--- config.mk ---
export PLATFORM = sky130hd
export DESIGN_NAME = dm_loader
export DESIGN_NICKNAME = d
export VERILOG_FILES = /design/src/rtl/dm_loader_pkg.sv /design/src/rtl/dm_loader.sv
export SDC_FILE = /design/constraint.sdc
export NUM_CORES = 1
export LEC_CHECK = 0
export CELL_PAD_IN_SITES_DETAIL_PLACEMENT = 1
export CELL_PAD_IN_SITES_GLOBAL_PLACEMENT = 1
export CORE_MARGIN = 2
export CORE_UTILIZATION = 35
export DETAILED_ROUTE_END_ITERATION = 10
export PLACE_DENSITY_LB_ADDON = 0.1
export SYNTH_ARGS = -nofsm -noshare
export SYNTH_HDL_FRONTEND = slang
export SYNTH_SLANG_ARGS = --single-unit
--- constraint.sdc ---
create_clock -name clk -period 1.5 [get_ports clk]
set_input_delay 0.375 -clock clk [delete_from_list [all_inputs] [get_ports clk]]
set_output_delay 0.375 -clock clk [all_outputs]
set_load 0.05 [all_outputs]
--- src/rtl/dm_loader_pkg.sv ---
// Shared constants and state encodings for the boot-time data-memory loader.
// No logic; imported by dm_loader and anything that needs the memory depth.
// Depth must stay below 255 so an oversize count is still expressible in one byte.
package dm_loader_pkg;

    // Number of 16-bit words in data memory.
    localparam int LD_MEM_SIZE = 128;

    typedef enum logic [2:0] {
        LD_S_CNT  = 3'd0,
        LD_S_HI   = 3'd1,
        LD_S_LO   = 3'd2,
        LD_S_SUM  = 3'd3,
        LD_S_DONE = 3'd4,
        LD_S_ERR  = 3'd5
    } ld_state_t;

endpackage

--- src/rtl/dm_loader.sv ---
// Boot loader: parses count / big-endian words / XOR checksum, writes one word per pair of bytes.
// Latency: write registered one cycle after the low byte; done/err one cycle after the checksum byte.
// Backpressure: accepts a byte every cycle while loading; in_ready drops once done/err or during reset.
module dm_loader
    import dm_loader_pkg::*;
#(
    parameter int MEM_SIZE = LD_MEM_SIZE
) (
    input  logic        clk,
    input  logic        reset,
    input  logic [7:0]  in_data,
    input  logic        in_valid,
    output logic        in_ready,
    output logic [15:0] dm_addr,
    output logic [15:0] dm_din,
    output logic        dm_we,
    output logic        busy,
    output logic        done,
    output logic        err
);

    ld_state_t  state;
    ld_state_t  state_nxt;
    logic [7:0] hi_byte;
    logic [7:0] word_cnt;
    logic [7:0] word_total;
    logic [7:0] acc;
    logic       active;
    logic       xfer;
    logic       last_word;
    logic       oversize;

    assign active    = (state != LD_S_DONE) && (state != LD_S_ERR);
    assign in_ready  = active && !reset;
    assign xfer      = in_valid && in_ready;
    assign busy      = active;
    assign done      = (state == LD_S_DONE);
    assign err       = (state == LD_S_ERR);
    assign last_word = (word_cnt == (word_total - 8'd1));
    assign oversize  = int'({24'd0, in_data}) > MEM_SIZE;

    // State register.
    always_ff @(posedge clk) begin
        if (reset) begin
            state <= LD_S_CNT;
        end else begin
            state <= state_nxt;
        end
    end

    // Next-state decode; only advances on an accepted byte.
    always_comb begin
        state_nxt = state;
        case (state)
            LD_S_CNT: begin
                if (xfer) begin
                    if (in_data == 8'd0) begin
                        state_nxt = LD_S_SUM;
                    end else if (oversize) begin
                        state_nxt = LD_S_ERR;
                    end else begin
                        state_nxt = LD_S_HI;
                    end
                end
            end
            LD_S_HI: begin
                if (xfer) begin
                    state_nxt = LD_S_LO;
                end
            end
            LD_S_LO: begin
                if (xfer) begin
                    state_nxt = last_word ? LD_S_SUM : LD_S_HI;
                end
            end
            LD_S_SUM: begin
                if (xfer) begin
                    state_nxt = (in_data == acc) ? LD_S_DONE : LD_S_ERR;
                end
            end
            default: state_nxt = state;
        endcase
    end

    // Datapath: byte latch, word counter, running XOR and the registered write port.
    always_ff @(posedge clk) begin
        if (reset) begin
            hi_byte    <= 8'd0;
            word_cnt   <= 8'd0;
            word_total <= 8'd0;
            acc        <= 8'd0;
            dm_we      <= 1'b0;
            dm_addr    <= 16'd0;
            dm_din     <= 16'd0;
        end else begin
            dm_we <= 1'b0;
            case (state)
                LD_S_CNT: begin
                    // Accumulator starts from zero, so after the count byte it equals N.
                    acc      <= xfer ? in_data : 8'd0;
                    word_cnt <= 8'd0;
                    if (xfer) begin
                        word_total <= in_data;
                    end
                end
                LD_S_HI: begin
                    if (xfer) begin
                        hi_byte <= in_data;
                        acc     <= acc ^ in_data;
                    end
                end
                LD_S_LO: begin
                    if (xfer) begin
                        acc      <= acc ^ in_data;
                        dm_we    <= 1'b1;
                        dm_addr  <= {8'd0, word_cnt};
                        dm_din   <= {hi_byte, in_data};
                        word_cnt <= word_cnt + 8'd1;
                    end
                end
                default: ;
            endcase
        end
    end

endmodule

-- Word level (Yosys, flattened, before mapping)
Index checks and enable logic that the tools add are counted.
- bits in latches: 0
- memories kept: 0
- memory bits (read-only): 0
- output and inout bits: 37
- RAM bits: 0
- logic and storage cells: 59
- bits in registers: 60
- input port bits: 11
- order comparisons: 1
- add/subtract/negate cells: 2
- mux-type cells: 15
- eq/ne operators: 14
- multiply operators: 0
- bitwise operators: 2
- reduce and logical (&&, ||, !) cells: 17
- shifts and indexed selects: 0
- div/mod/pow operators: 0
- operator list (cell ; number):
    8-bit one-hot mux with 2 select lines ; 2
    8-bit two-way mux ; 3
    3-bit two-way mux ; 6
    8-bit equality test ; 2
    3-bit one-hot mux with 4 select lines ; 1
    2-bit AND reduction ; 5
    8-bit by 1-bit adder with 8-bit output (second input constant) ; 1
    8-bit > comparator (second input constant) ; 1
    8-bit zero test ; 1
    2-bit != test (second input constant) ; 4
    8-bit by 1-bit subtractor with 8-bit output (second input constant) ; 1
    8-bit bitwise XOR ; 1
    3-bit by 2-bit equality test with 1-bit output (second input constant) ; 2
    3-bit equality test (second input constant) ; 2
    3-bit != test (second input constant) ; 2
    5-bit AND reduction ; 1
    2-bit nonzero test ; 2
    4-bit nonzero test ; 1
    2-bit OR reduction ; 2
    3-bit by 1-bit equality test with 1-bit output (second input constant) ; 1
    1-bit logical AND ; 3
    3-bit zero test ; 1
    1-bit two-way mux ; 2
    2-bit two-way mux ; 1
    3 further kinds ; 3

-- Logic depth before layout (Yosys ltp)
- depth after elaboration: 6
- gate-level depth with buffers: 8

-- Worst setup path after synthesis
Ideal clock, no wire load.
- path type: reg2out
- start point: register state[1]
- end point: output port done
- path buffers: 1
- slack: -0.472 ns
- cell stages (with the launch flop): 5
- data required time: 1.125 ns
- data arrival time: 1.597 ns
- cell sequence: dfxtp_1 -> buf_4 -> inv_4 -> nand2_1 -> nor2_1
- word-level cells in the longest chain between the ends: 1
- ends and longest elaborated chain (item ; RTL line ; source):
    from (decl) ; dm_loader.sv:22 ; ld_state_t state;
    from (signal assigned) ; dm_loader.sv:47 ; state <= state_nxt;
    3-bit equality test ; dm_loader.sv:37 ; assign done = (state == LD_S_DONE);
    to (decl) ; dm_loader.sv:18 ; output logic done,
Every way passes these cells.

-- Worst setup path in the final report
- start point: register state[1]
- end point: output port err
- word-level cells in the longest chain between the ends: 1
- ends and longest elaborated chain (item ; RTL line ; source):
    3-bit equality test ; dm_loader.sv:38 ; assign err = (state == LD_S_ERR);
    to (decl) ; dm_loader.sv:19 ; output logic err
Every way passes these cells.

==> results_dict.tcl <==
set metrics [dict create \
    drc 0 \
    netlist_instances 358 \
    grt_usage_pct 19.92 \
    crit_path_start_kind "register" \
    vdd_ir_drop_max_mv 0.6208 \
    worstPathRequired_ps 1120 \
    drt-initial-drc-count 78 \
    ant_nets 0 \
    crit_arrival_ps 1180 \
    synth_top_family_by_area "simple AND/OR/NAND/NOR gates" \
    syn_to_final_growth_pct 51.51 \
    cp_cell_sequence "inv_4, buf_6, and3_4, buf_12" \
    post_drt_wl_per_cell_um 16.02 \
    fin_skew_ps 5.772 \
    leakagePower_nw 1.817 \
    grt_start_max_net_pins 36 \
    drt_wl_total_mm 8.780 \
    finalHoldViolCount 0 \
    hold_class "register to register" \
    dpl.hpwl_mm 6.166 \
    worstSetupPathType "register to primary output" \
    hold_start "hi_byte[2]" \
    rsz0062_at_grt "yes" \
    worst_slack_ps -55.99 \
    synth_simple_gate_area_share_pct 25.25 \
    avgSynthCellArea_um2 8.196 \
    synth_fa_ha_area_share_pct 0.8529 \
    yosysUniqueCellTypes 45 \
    status "complete, but fails checks" \
    synth_ff_type "dfxtp_1" \
    dp_slack_ps -494.2 \
    clock.fmax_ghz 0.6427 \
    drv_slew 0 \
    p_total_mw 4.063 \
    overflow 0 \
    drive_gt1_share_pct 39.28 \
    whs_ps 469.9 \
    numPortBuffers 39 \
    cts_tree "built" \
    vias 2748 \
    h-tree-depth 3 \
    async_flop_share_pct 0 \
    synth_edf_count 0 \
    yosys_warnings 0 \
    core_region_area_mm2 0.008175 \
    dieArea_mm2 0.009132 \
    num_rows 33 \
    max_stage_delay_ps 360 \
    synthMuxAreaShare_pct 2.729 \
    clk_pin_slew_ps 70 \
    die_h_um 95.56 \
    post_synth_xor_area_fraction_pct 7.719 \
    cts_sinks 60 \
    crit_start "state[1]" \
    grt_pass1_vias 2817 \
    nFillCells 944 \
    syn_area_mm2 0.002934 \
    ios 48 \
    fp.dieW_um 95.56 \
    fin_crit_sh_pct 103.7 \
    grt_first_pass_wirelength_mm 13.96 \
    yosys_register_bits 60 \
    setup_viol 10 \
    power.density_mw_per_mm2 913.9 \
    cp_slowest_cell "dfxtp_4" \
    worstReg2RegStart "state[1]" \
    end_kind "primary output" \
    tritoncts.num_buffers 9 \
    vias_per_cell 5.015 \
    synth_compound_area_share_pct 12.67 \
    cts_buffer_depth 2 \
    worstSkewPairLatency_ps 330 \
    antenna_found_initial 0 \
    diodes 0 \
    violations "negative setup slack" \
    start_util_pct 35.89 \
    critPathMaxFanout 4 \
    gp_congestion 0.7773 \
    yosysTopAreaCellShare_pct 40.94 \
    final.min_clock_period_ps 1556 \
    ys_seq_area_share_pct 40.94 \
    cts_root_buf "clkbuf_8" \
    dr.pass1.iters 4 \
    synthTopCellsByArea "dfxtp_1 41%, nand2_1 9.9%, a21oi_1 6.1%, nor2_1 4.3%, xnor2_1 3.9%" \
    drv_cap 0 \
    final.setup.tns_ps -214.0 \
    yosys.area.top_type "dfxtp_1" \
    nets 451 \
]
-- path summary, 6_finish.rpt --
kind / end / slack, ps / cells past startpoint
min reg2reg: dm_din[10] / 470 / 2
max: err / -60 / 4
min: dm_din[10] / 470 / 2
max reg2reg: dm_din[14] / -40 / 8
-- synthesized netlist by cell type (3+ instances only) --
master,number
buf_2,4
nand3_1,14
nand2b_1,3
xor2_1,11
nor2_1,34
xnor2_1,13
buf_4,10
dfxtp_1,60
inv_1,3
buf_6,5
a32oi_1,8
o21ai_1,10
nand4_1,7
clkbuf_1,12
nand2_1,77
a21oi_1,36
a31oi_1,3
nor3_1,6
mux2i_1,8
-- flip-flops by register name (all words and copies together), names as in the netlist --
name	cells
word_cnt	8
dm_din	16
dm_we	1
hi_byte	8
word_total	8
acc	8
state	3
dm_addr	8
-- critical path: cells and delay by family, from the launching register on --
family / cells / cell delay [ps]
DFF: 1 / 360
buffers and inverters: 3 / 290
and+or+nand+nor: 1 / 190
-- timing repair --
| item | 4_1_cts | 5_1_grt |
|---|---|---|
| resized for setup | 31 | 48 |
| gates cloned | 0 | 2 |
| pin swaps | 10 | 19 |
| hold buffers | 0 | 0 |
| hold endpoints to repair | 0 | 0 |
| setup endpoints to repair | 48 | 39 |
| setup buffers | 5 | 1 |
-- placed cells by master (no fill, tap or decap), types with 2 or more instances in the layout --
cell	count
o21ai_0	2
o21ai_2	4
nor3_2	2
conb_1	8
mux2i_1	8
dlymetal6s2s_1	3
buf_12	29
dfxtp_1	53
clkdlybuf4s50_1	5
a21oi_1	19
dfxtp_4	3
nor2_2	2
inv_2	2
clkinv_2	2
nand3_1	14
nand2_2	13
xor2_1	11
nand2b_4	2
buf_4	50
nor3_1	4
nand2_1	61
nor2_1	31
a21oi_2	16
a32oi_1	8
nand4_1	7
a31oi_1	2
xnor2_1	13
o21ai_1	6
nand2_4	5
buf_6	8
dfxtp_2	4
clkbuf_8	11
nand2b_1	3
-- power by group --
group          total, mW  switching, mW  internal [mW]
registers           1.69         0.0516           1.64
logic              0.872          0.490          0.382
clock network       1.50          0.649          0.853
-- area by class of cell --
class	instances	area (um2)	area share (%)
clock inverters	4	47.55	1.070
repair buffers	99	1187	26.71
inverters	5	26.28	0.5911
well taps	105	131.4	2.955
flip-flops and latches	60	1217	27.39
multi-input cells	263	1680	37.80
clock buffers	12	155.1	3.490
-- layer usage --
| metal | global-route usage, % | vias up | share of wire (%) |
|---|---|---|---|
| li1 | - | 1334 | - |
| met1 | 23.58 | 1364 | 44 |
| met2 | 36.48 | 42 | 52 |
| met3 | 4.032 | 8 | 2.7 |
| met4 | 5.000 | 0 | 1.3 |
| met5 | 0 | - | 0 |
-- metrics by stage --
stage | std cells | cell area (um2) | util [%]
2_1_floorplan | 365 | 2982 | -
3_3_place_gp | 525 | 3923 | 47.98
3_5_place_dp | 525 | 3923 | 47.98
4_1_cts | 545 | 4247 | 51.94
5_1_grt | 548 | 4446 | 54.38
6_report | 548 | 4446 | 54.38
-- cell families (layout without fill, tap and decap cells) --
logic type,Yosys count,in the layout
flops,60,60
mux,8,8
buf+inv,42,120
simple gates,157,157
fa+ha+maj,2,2
xor+xnor,25,25
compound gates,63,63
other cells,1,8
Power figures use the tool's default switching activity.
==> variant (same settings) <==
Make the reset (`reset`) asynchronous in 2 clocked blocks.
--- a/src/rtl/dm_loader.sv
+++ b/src/rtl/dm_loader.sv
@@ -42,3 +42,3 @@
     // State register.
-    always_ff @(posedge clk) begin
+    always_ff @(posedge clk or posedge reset) begin
         if (reset) begin
@@ -85,3 +85,3 @@
     // Datapath: byte latch, word counter, running XOR and the registered write port.
-    always_ff @(posedge clk) begin
+    always_ff @(posedge clk or posedge reset) begin
         if (reset) begin
Function: differs if reset is asserted again (counterexample within 4 cycles, from zero or initial values and one cycle with reset high); with reset held inactive, the same outputs for 10 cycles.
==> variant against the original RTL <==
- the flow still finishes with violations (setup timing)
- synthesized area increased by 6.6%
- register-to-register slack got worse by 0.14 ns
- worst setup slack got worse by 0.13 ns
- wire length increased by 26%
- utilization increased by 4.7 points
- highest routed layer unchanged
- sequential cell count unchanged
- cell area increased by 15%
Power is not compared: it rests on default switching activity, and its combinational part moved more than twofold at a synthesized area within 25%.
==> variant: results (changes against the original RTL) <==
Clocking
  – Clock latency on the worst-skew pair: 0.35 ns (+0.02 ns)
  – H-Tree Depth: 3 (unchanged)

Placement
  – Hpwl dp: 6543 µm (+6.1%)
  – Placed Area: 0.004257 mm² (+8.5%)
  – Final Wtd Congestion: 0.8167 (+5.1%)
  – Placed insts: 516 (-1.7%)

Critical path
  – CP max-delay cell: dfrtp_1
  – Crit path DAT: 1.92 ns (+0.74 ns)
  – Reg2reg path depth: 7 (-1)
  – Max incr delay on CP: 0.41 ns (+0.05 ns)
  – Max FO, Critical Path: 3 (-1)
  – Delay-heaviest family, CP: simple AND/OR/NAND/NOR gates

Synth
  – Synth Area in Compound Gates: 12.68% (+0.015 points)
  – Mux contribution to synthesized area: 5.040% (+2.3 points)
  – Avg Cell Area, Syn: 9.173 µm² (+12%)
  – Commonest cells post-synth: nand2_1 (84), dfrtp_1 (60), clkbuf_1 (15), nand3_1 (15), mux2_2 (14)
  – Dominant synthesized flop cell: dfrtp_1
  – Async SR Flop Fraction: 100.0% (+100 points)
  – Top cells by area, synth: dfrtp_1 (48%), nand2_1 (10%), mux2_2 (5.0%)
  – Sequential fraction of the synthesis area: 48.00% (+7.1 points)
  – XOR/XNOR Fraction of Synth Area: 5.880% (-1.8 points)
  – Distinct cells, synth: 43 (-4.4%)

Cells and area
  – Net count, final: 456 (+1.1%)
  – Post-route non-filler standard cell count: 556 (+1.5%)
  – Layout cells sized above 1: 42.19% (+2.9 points)

Detailed routing
  – Vias per inst: 5.270 (+5.1%)

Global route
  – Global-route wire length before repair: 17320 µm (+24%)
  – Total GRT Usage: 22.97% (+3.0 points)
  – Largest net degree at the start of global routing: 35 (-2.8%)
  – Vias in the first global route: 3230 (+15%)

Worst hold path
  – Hold path depth: 2 (unchanged)

Floorplan
  – Core Region: 0.008678 mm² (+6.2%)
  – Die Span X: 98.54 µm (+3.1%)

Timing
  – Final worst slack: -0.1836 ns (-0.1276 ns)
  – Final setup vio count: 23 (+13)
  – Clock Skews: 0.007281 ns (+0.001509 ns)
  – Hold_ws: 0.4638 ns (-0.006030 ns)
  – Setup TNS Final: -1.706 ns (-1.492 ns)

Run status
  – Failing checks: setup timing
  – Status: finished, violations left
variant: cell families after synthesis:
group,after synthesis
buf+inv,42
xor+xnor,21
fa+ha+maj,2
other cells,1
mux,14
compound gates,56
simple gates,145
flops,60
variant: layer usage:
metal  part of all wire (%)  GRT usage, %  wire length (µm)  up-vias
met4                    1.8         8.114               199        0
li1                       -             -                 -     1362
met2                     51         38.98              5613       63
met5                      0             0                 0        -
met3                    3.3         3.830               368       16
met1                     44         29.73              4861     1489
variant: timing repair:
action | 4_1_cts | 5_1_grt
pin swaps | 12 | 12
gates resized for setup | 49 | 43
endpoints found under the setup margin | 58 | 61
gates cloned | 4 | 3
setup buffers | 14 | 7
variant: final cells by class:
class,count,area [µm²]
fillers,946,3547
multi-input cells,246,1692
repair buffers,119,1558
flip-flops and latches,60,1504
clock buffers,12,155.1
well taps,108,135.1
clock inverters,4,47.55
inverters,7,40.04
variant: power breakdown:
part	switching (µW)	total (µW)	internal, µW	leakage (µW)
clock network	698	1550	854	0.000102
registers	5.39	1630	1620	0.000817
logic	249	425	176	0.00154
variant: stage by stage:
| stage | worst slack (ns) | utilization (%) |
|---|---|---|
| final | -0.1836 | 59.13 |
| after CTS | -0.1693 | 56.26 |
| after global placement | -0.4572 | 49.05 |
| after global routing | -0.2661 | 59.13 |
| after floorplan | -0.5367 | - |
| after detailed placement | -0.5083 | 49.05 |
variant: path summary, 6_finish.rpt:
| kind | startpoint | to |
|---|---|---|
| worst max-delay path | state[2] | word_cnt[7] |
| worst min-delay path | hi_byte[7] | dm_din[15] |
| worst max register to register | state[2] | word_cnt[7] |
| worst min register to register | hi_byte[7] | dm_din[15] |
| max in group asynchronous | reset | word_cnt[2] |
| min in group asynchronous | reset | hi_byte[6] |
variant: worst reg2reg max path, cell delays in order, from the launching register on:
cell       delay [ns]
dfrtp_1          0.41
buf_6            0.14
buf_6            0.11
or2_4            0.28
a2111oi_4        0.22
nand4_1          0.17
xor2_1           0.20
nor2_2           0.05
